==> src/rtl/mul_shiftadd_acc.sv <==
// mul_shiftadd_acc: sequential shift-add multiply-accumulate.
// product = multiplicand * multiplier + addend, one multiplier bit per cycle.
// Used as the functional inverse of the subtract-shift divider
// (quotient * divisor + remainder rebuilds the dividend).
//
// Optional build macro: MUL_SHIFTADD_SIGNED_EN
//   undefined : unsigned operands, product taken straight from the accumulator
//   defined   : two's complement operands; magnitudes are multiplied, then the
//               sign is applied and the addend is added in a final registered step
//
// phase | meaning
// ------+-------------------------------------------------------------
// LOAD  | pc == 0: sample operands, seed accumulator, pc <= 1
// STEP  | pc == 1..DATA_W: conditional add of mcand into hi, shift acc right
// DONE  | pc == DATA_W+1: done <= 1, result held while en stays high
//
// en low in any phase clears pc, accumulator and done on the next edge.

module mul_shiftadd_acc #(
    parameter int DATA_W = 32
) (
    input  logic                  clk,
    input  logic                  rst,
    input  logic                  en,
    output logic                  done,
    input  logic [DATA_W-1:0]     multiplicand,
    input  logic [DATA_W-1:0]     multiplier,
    input  logic [DATA_W-1:0]     addend,
    output logic [2*DATA_W-1:0]   product
);

    localparam int PC_W = $clog2(DATA_W + 5) + 1;
    localparam logic [PC_W-1:0] PC_ONE       = PC_W'(1);
    localparam logic [PC_W-1:0] PC_STEP_LAST = PC_W'(DATA_W);

    typedef enum logic [1:0] {
        PH_LOAD,
        PH_STEP,
        PH_DONE
    } phase_t;

    phase_t phase;

    logic [PC_W-1:0]   pc_q,    pc_d;
    logic [DATA_W-1:0] mcand_q, mcand_d;
    logic [DATA_W:0]   hi_q,    hi_d;
    logic [DATA_W-1:0] lo_q,    lo_d;
    logic              done_q,  done_d;
    logic [DATA_W:0]   sum;

`ifdef MUL_SHIFTADD_SIGNED_EN
    logic                neg_q,    neg_d;
    logic [DATA_W-1:0]   addend_q, addend_d;
    logic [2*DATA_W-1:0] prod_q,   prod_d;
    logic [2*DATA_W-1:0] mag_prod;
    logic [2*DATA_W-1:0] signed_prod;
    logic [DATA_W-1:0]   abs_a;
    logic [DATA_W-1:0]   abs_b;

    // Operand magnitudes; the most negative value maps to 2^(N-1) unsigned.
    always_comb begin
        abs_a = multiplicand[DATA_W-1] ? (~multiplicand + 1'b1) : multiplicand;
        abs_b = multiplier[DATA_W-1]   ? (~multiplier + 1'b1)   : multiplier;
    end
`endif

    // Phase decode from the step counter.
    always_comb begin
        phase = PH_DONE;
        if (pc_q == '0) begin
            phase = PH_LOAD;
        end else if (pc_q <= PC_STEP_LAST) begin
            phase = PH_STEP;
        end
    end

    // Shift-add datapath and next-state selection.
    always_comb begin
        pc_d    = pc_q;
        mcand_d = mcand_q;
        hi_d    = hi_q;
        lo_d    = lo_q;
        done_d  = done_q;
        sum     = hi_q + (lo_q[0] ? {1'b0, mcand_q} : '0);
`ifdef MUL_SHIFTADD_SIGNED_EN
        neg_d       = neg_q;
        addend_d    = addend_q;
        prod_d      = prod_q;
        mag_prod    = {hi_q[DATA_W-1:0], lo_q};
        signed_prod = neg_q ? (~mag_prod + 1'b1) : mag_prod;
`endif
        if (!en) begin
            pc_d    = '0;
            mcand_d = '0;
            hi_d    = '0;
            lo_d    = '0;
            done_d  = 1'b0;
`ifdef MUL_SHIFTADD_SIGNED_EN
            neg_d    = 1'b0;
            addend_d = '0;
            prod_d   = '0;
`endif
        end else begin
            case (phase)
                PH_LOAD: begin
`ifdef MUL_SHIFTADD_SIGNED_EN
                    mcand_d  = abs_a;
                    lo_d     = abs_b;
                    hi_d     = '0;
                    neg_d    = multiplicand[DATA_W-1] ^ multiplier[DATA_W-1];
                    addend_d = addend;
`else
                    mcand_d = multiplicand;
                    lo_d    = multiplier;
                    hi_d    = {1'b0, addend};
`endif
                    pc_d = PC_ONE;
                end
                PH_STEP: begin
                    // Logical right shift of the whole accumulator with sum in hi;
                    // the carry bit of hi is always shifted back to zero.
                    {hi_d, lo_d} = {1'b0, sum, lo_q[DATA_W-1:1]};
                    pc_d         = pc_q + PC_ONE;
                end
                PH_DONE: begin
                    done_d = 1'b1;
`ifdef MUL_SHIFTADD_SIGNED_EN
                    prod_d = signed_prod + {{DATA_W{addend_q[DATA_W-1]}}, addend_q};
`endif
                end
                default: begin
                    pc_d = '0;
                end
            endcase
        end
    end

    // State registers with asynchronous reset.
    always_ff @(posedge clk or posedge rst) begin
        if (rst) begin
            pc_q    <= '0;
            mcand_q <= '0;
            hi_q    <= '0;
            lo_q    <= '0;
            done_q  <= 1'b0;
`ifdef MUL_SHIFTADD_SIGNED_EN
            neg_q    <= 1'b0;
            addend_q <= '0;
            prod_q   <= '0;
`endif
        end else begin
            pc_q    <= pc_d;
            mcand_q <= mcand_d;
            hi_q    <= hi_d;
            lo_q    <= lo_d;
            done_q  <= done_d;
`ifdef MUL_SHIFTADD_SIGNED_EN
            neg_q    <= neg_d;
            addend_q <= addend_d;
            prod_q   <= prod_d;
`endif
        end
    end

    assign done = done_q;
`ifdef MUL_SHIFTADD_SIGNED_EN
    assign product = prod_q;
`else
    assign product = {hi_q[DATA_W-1:0], lo_q};
`endif

endmodule

==> config.mk <==
export PLATFORM = sky130hd
export DESIGN_NAME = mul_shiftadd_acc
export DESIGN_NICKNAME = d
export VERILOG_FILES = /design/src/rtl/mul_shiftadd_acc.sv
export SDC_FILE = /design/constraint.sdc
export NUM_CORES = 1
export LEC_CHECK = 0
export ABC_AREA = 1
export ABC_CLOCK_PERIOD_IN_PS = 5000
export BUFFER_PORTS_ARGS = -buffer_cell sky130_fd_sc_hd__buf_4
export CAP_MARGIN = 20
export CORE_MARGIN = 4
export CORE_UTILIZATION = 40
export DETAILED_ROUTE_END_ITERATION = 8
export HOLD_SLACK_MARGIN = 0.15
export PLACE_DENSITY = 0.6
export SLEW_MARGIN = 15
export SYNTH_ARGS = -nofsm -noshare
export SYNTH_HDL_FRONTEND = slang
export SYNTH_SLANG_ARGS = --single-unit
==> constraint.sdc <==
create_clock -name clk -period 5 [get_ports clk]
set_input_delay 1.25 -clock clk [delete_from_list [all_inputs] [get_ports clk]]
set_output_delay 1.25 -clock clk [all_outputs]
set_load 0.02 [all_outputs]
==> flow_results.org <==
** Synthesis
- Counting flops with a built-in enable in the synthesized netlist gives 0.
- After synthesis the cells add up to roughly 7300 um2.
- Synth cell types :: 35
- Count of state elements after synthesis :: 104
- The most used flip-flop cell after synthesis is sky130_fd_sc_hd__dfrtp_1.
- Post-synth ARST share :: 100%
- The average instance in the mapped netlist occupies between 6 and 7 um2.
- The cell count after synthesis came out at about 1100.
- Counting every net in the synthesized netlist gives ~1300.
- Post-synthesis sequential area ratio :: between 30% and 40%
- Yosys warns :: 0

** Global route
- Global routing used approximately 22% of the available tracks across all layers.
- Global route overflow :: 0
- The via count of the first global-routing pass was ~7000.
- Entering global routing, the biggest net connects 73 pins.
- Wire length of the first global-routing pass :: roughly 36000 um
- Initial antenna violation count :: 0

** CTS
- Number of CTS-inserted buffers :: 9
- Root buf cell :: sky130_fd_sc_hd__clkbuf_16
- Clock transition at the registers of the reported paths :: around 0.07 ns
- The clock passes through at most 2 buffers.
- Clock tree from TritonCTS :: done
- Buffers added to address setup during post-CTS repair amount to 0.
- CTS built an H-tree with a depth of 3.
- Number of hold-repair buffers added at the cts stage :: 0
- At the later pin of the worst-skew pair, clock insertion delay measures 0.36 ns.
- After clock tree synthesis, the repair step resized 0 gates.
- The clock drives between 100 and 150 sinks.

** Place
- Placement Setup Slack :: a little over 2 ns
- Detailed placement ended at an HPWL of 16600 um.
- Port buffer count :: ~160
- At the end of routability-driven placement, the weighted congestion stood at 0.921.

** STA
- After layout, the worst path uses a little under three fifths of the clock period.
- After routing, the total negative slack on setup checks comes to 0 ns.
- Final Skew :: about 0.0076 ns
- Setup repair after global routing left no endpoint under its margin.
- Highest Clock Rate :: 357 MHz
- Worst-Margin Slew :: approximately 0.91 ns
- Final min period :: 2.80 ns
- Minimum setup slack in the final design :: about 2.2 ns
- Relative max-transition margin :: around two fifths
- Hold violation total from the final report :: 0
- Final Max Tran Viols :: 0
- Final setup violation count :: 0

** Layout
- Of the cells placed in the final design, the portion with a size suffix greater than 1 is ~16%.
- In the final design database the tool counted 1400 nets.
- After filler insertion, the fill cell instance count of the layout stands at ~1900.
- Compared with the post-synthesis result, the final layout area differs by 22.8%.
- Number of antenna cells inserted :: 0

** Drt
- Routed vias/inst :: around 5
- The routed layout has approximately 7300 vias.
- Dividing the detail-routed wire length by the instance count gives ~15 um.
- Detailed-router iteration count before antenna repair :: 6
- Detailed router's first-iteration violation count :: 520
- Routed Antenna Nets :: 0
- Wires add up to between 20000 and 25000 um.
- # DRC :: 0

** Die
- DIE HEIGHT :: approximately 140 um
- Die width :: ~140 um
- IO Pins :: 164
- Once the floorplan was initialized, standard cells occupied around two fifths of the core.
- The floorplan step defined a die boundary enclosing ~20000 um2.
- In this run the core area contains a little under 50 standard-cell rows.
- Placeable core region :: 18000 um2

** Critical path
- At the worst endpoint, the required time is around 5.3 ns.
- Worst setup SP type :: flip-flop
- Category of the most critical setup path :: flip-flop to flip-flop
- Critical Path Sink Type :: flip-flop
- Worst path arrival time :: ~3.1 ns
- Largest fanout on the critical path :: 19

** Status
- The run finished with clean final reports.

** Power
- Across the VDD grid, the largest voltage drop is between 0.00015 and 0.0002 V.
- Switching share of power :: 35.6%
- Of the total power, the clock network draws 29.6%.
- Cell internal power was estimated by the tool at 0.00161 W.
- In this run the power density over the cells is between 200 and 300 nW/um2.
- Fraction of power consumed by sequential logic :: 40.7%
- For this design the static power due to leakage is 5.24 nW.
- The analysis attributes to net switching a power of 0.000892 W.
- In this run, the combinational gates consume just under 30% of the power.

** Hold path
- The path class of the tightest hold or removal check is flip-flop to flip-flop.

** Run
- Across the run, the number of max-cap violations was 0.
## logic make-up after synthesis
| logic type | share of synthesized area, % |
|---|---|
| simple gates | 35.7 |
| compound gates | 9.41 |
| flops | 35.7 |
| xor+xnor | 2.16 |
| fa+ha+maj | 6.12 |
| buf+inv | 10.9 |
## cell type report
class	instances	area, um2	area share [%]
Multi-Input combinational cell	827	3890	43.5
Clock buffer	10	229	2.56
Clock inverter	6	75.1	0.840
Sequential cell	104	2600	29.1
Tap cell	229	287	3.20
Inverter	155	592	6.62
Timing Repair Buffer	169	1270	14.2
## power by group through the flow
stage               Sequential, W  Combinational (W)  Clock (W)
floorplan                 0.00109           0.000388          0
global placement          0.00104           0.000744          0
detailed placement        0.00103           0.000749          0
CTS                       0.00102           0.000751   0.000758
global route              0.00103           0.000829   0.000788
finish                    0.00102           0.000742   0.000742
## flip-flops by register name, summed over array words and instances, names as in the netlist
signal,cells
mcand_q,32
done,1
lo_q,32
pc_q,7
hi_q,32
## cell usage in the layout (no fill, tap or decap), types with 3 or more instances in the layout
cell / instances
sky130_fd_sc_hd__nand2_1: 445
sky130_fd_sc_hd__buf_4: 169
sky130_fd_sc_hd__inv_1: 150
sky130_fd_sc_hd__dfrtp_1: 104
sky130_fd_sc_hd__nor2_1: 95
sky130_fd_sc_hd__nand3_1: 87
sky130_fd_sc_hd__o21ai_1: 47
sky130_fd_sc_hd__o21ai_0: 45
sky130_fd_sc_hd__ha_1: 34
sky130_fd_sc_hd__a21oi_1: 24
sky130_fd_sc_hd__xor2_1: 14
sky130_fd_sc_hd__clkbuf_16: 9
sky130_fd_sc_hd__o22ai_1: 5
sky130_fd_sc_hd__nor3_1: 4
sky130_fd_sc_hd__o21bai_1: 4
sky130_fd_sc_hd__xnor2_1: 4
sky130_fd_sc_hd__nand2_4: 3
sky130_fd_sc_hd__clkinv_4: 3
sky130_fd_sc_hd__nand4_1: 3
## Yosys cell counts (2+ instances only)
cell type | instances | area share [%]
sky130_fd_sc_hd__nor2_4 | 2 | 0.31
sky130_fd_sc_hd__o22ai_1 | 5 | 0.43
sky130_fd_sc_hd__ha_1 | 34 | 5.8
sky130_fd_sc_hd__and2_1 | 2 | 0.17
sky130_fd_sc_hd__buf_6 | 2 | 0.31
sky130_fd_sc_hd__o21ai_1 | 47 | 3.2
sky130_fd_sc_hd__nand2_4 | 3 | 0.46
sky130_fd_sc_hd__nor3_1 | 4 | 0.27
sky130_fd_sc_hd__nand2_1 | 445 | 23
sky130_fd_sc_hd__o21bai_1 | 4 | 0.41
sky130_fd_sc_hd__inv_1 | 151 | 7.8
sky130_fd_sc_hd__nand4_1 | 3 | 0.26
sky130_fd_sc_hd__clkbuf_2 | 3 | 0.21
sky130_fd_sc_hd__xnor2_1 | 4 | 0.48
sky130_fd_sc_hd__a21oi_1 | 24 | 1.6
sky130_fd_sc_hd__xor2_1 | 14 | 1.7
sky130_fd_sc_hd__o21ai_0 | 45 | 3.1
sky130_fd_sc_hd__buf_4 | 7 | 0.72
sky130_fd_sc_hd__inv_2 | 2 | 0.10
sky130_fd_sc_hd__nand3_1 | 87 | 6.0
sky130_fd_sc_hd__clkbuf_1 | 11 | 0.57
sky130_fd_sc_hd__dfrtp_1 | 104 | 36
sky130_fd_sc_hd__nor2_1 | 96 | 4.9
sky130_fd_sc_hd__buf_2 | 14 | 0.96
## through the flow
step | utilization, % | hold slack [ns] | total power (W) | cell area (um2) | cells
3_3_place_gp | 48.1 | 0.459 | 0.00178 | 8640 | 1484
3_5_place_dp | 48.1 | 0.458 | 0.00178 | 8640 | 1484
5_1_grt | 49.8 | 0.493 | 0.00265 | 8940 | 1500
6_report | 49.8 | 0.474 | 0.00250 | 8940 | 1500
2_1_floorplan | - | 0.442 | 0.00148 | 7280 | 1124
4_1_cts | 49.8 | 0.476 | 0.00253 | 8940 | 1500
## worst max-delay path, stage by stage, from the launching register on
cell,delay (ns)
sky130_fd_sc_hd__dfrtp_1,0.78
sky130_fd_sc_hd__buf_4,0.37
sky130_fd_sc_hd__nand2_1,0.10
sky130_fd_sc_hd__inv_1,0.06
sky130_fd_sc_hd__ha_1,0.21
sky130_fd_sc_hd__nand2_1,0.13
sky130_fd_sc_hd__nor2_1,0.26
sky130_fd_sc_hd__nand2_1,0.15
sky130_fd_sc_hd__nor2_1,0.12
sky130_fd_sc_hd__nand2_1,0.11
sky130_fd_sc_hd__nand3_1,0.15
sky130_fd_sc_hd__nand3_1,0.12
sky130_fd_sc_hd__nand2_1,0.09
sky130_fd_sc_hd__nand2_1,0.05
sky130_fd_sc_hd__nand2_1,0.06
## path summary, 6_finish.rpt
check | start | endpoint | slack, ns | cells past startpoint
max | lo_q[0]$_DFFE_PP0P_ | hi_q[31]$_DFFE_PP0P_ | 2.20 | 14
min | mcand_q[10]$_DFFE_PP0P_ | mcand_q[10]$_DFFE_PP0P_ | 0.47 | 2
max reg2reg | lo_q[0]$_DFFE_PP0P_ | hi_q[31]$_DFFE_PP0P_ | 2.20 | 14
min reg2reg | mcand_q[10]$_DFFE_PP0P_ | mcand_q[10]$_DFFE_PP0P_ | 0.47 | 2
max in group asynchronous | rst | hi_q[23]$_DFFE_PP0P_ | 2.93 | 3
min in group asynchronous | rst | lo_q[12]$_DFFE_PP0P_ | 1.10 | 2
## per-layer routing
metal | GRT usage [%] | up-vias | part of all wire (%)
met5 | 0 | - | 0
met4 | 5.75 | 0 | 1.4
met3 | 4.12 | 18 | 7.3
met2 | 35.4 | 196 | 45
met1 | 30.2 | 3325 | 46
li1 | - | 3757 | -
No activity file was read; power rests on OpenSTA's default activity.
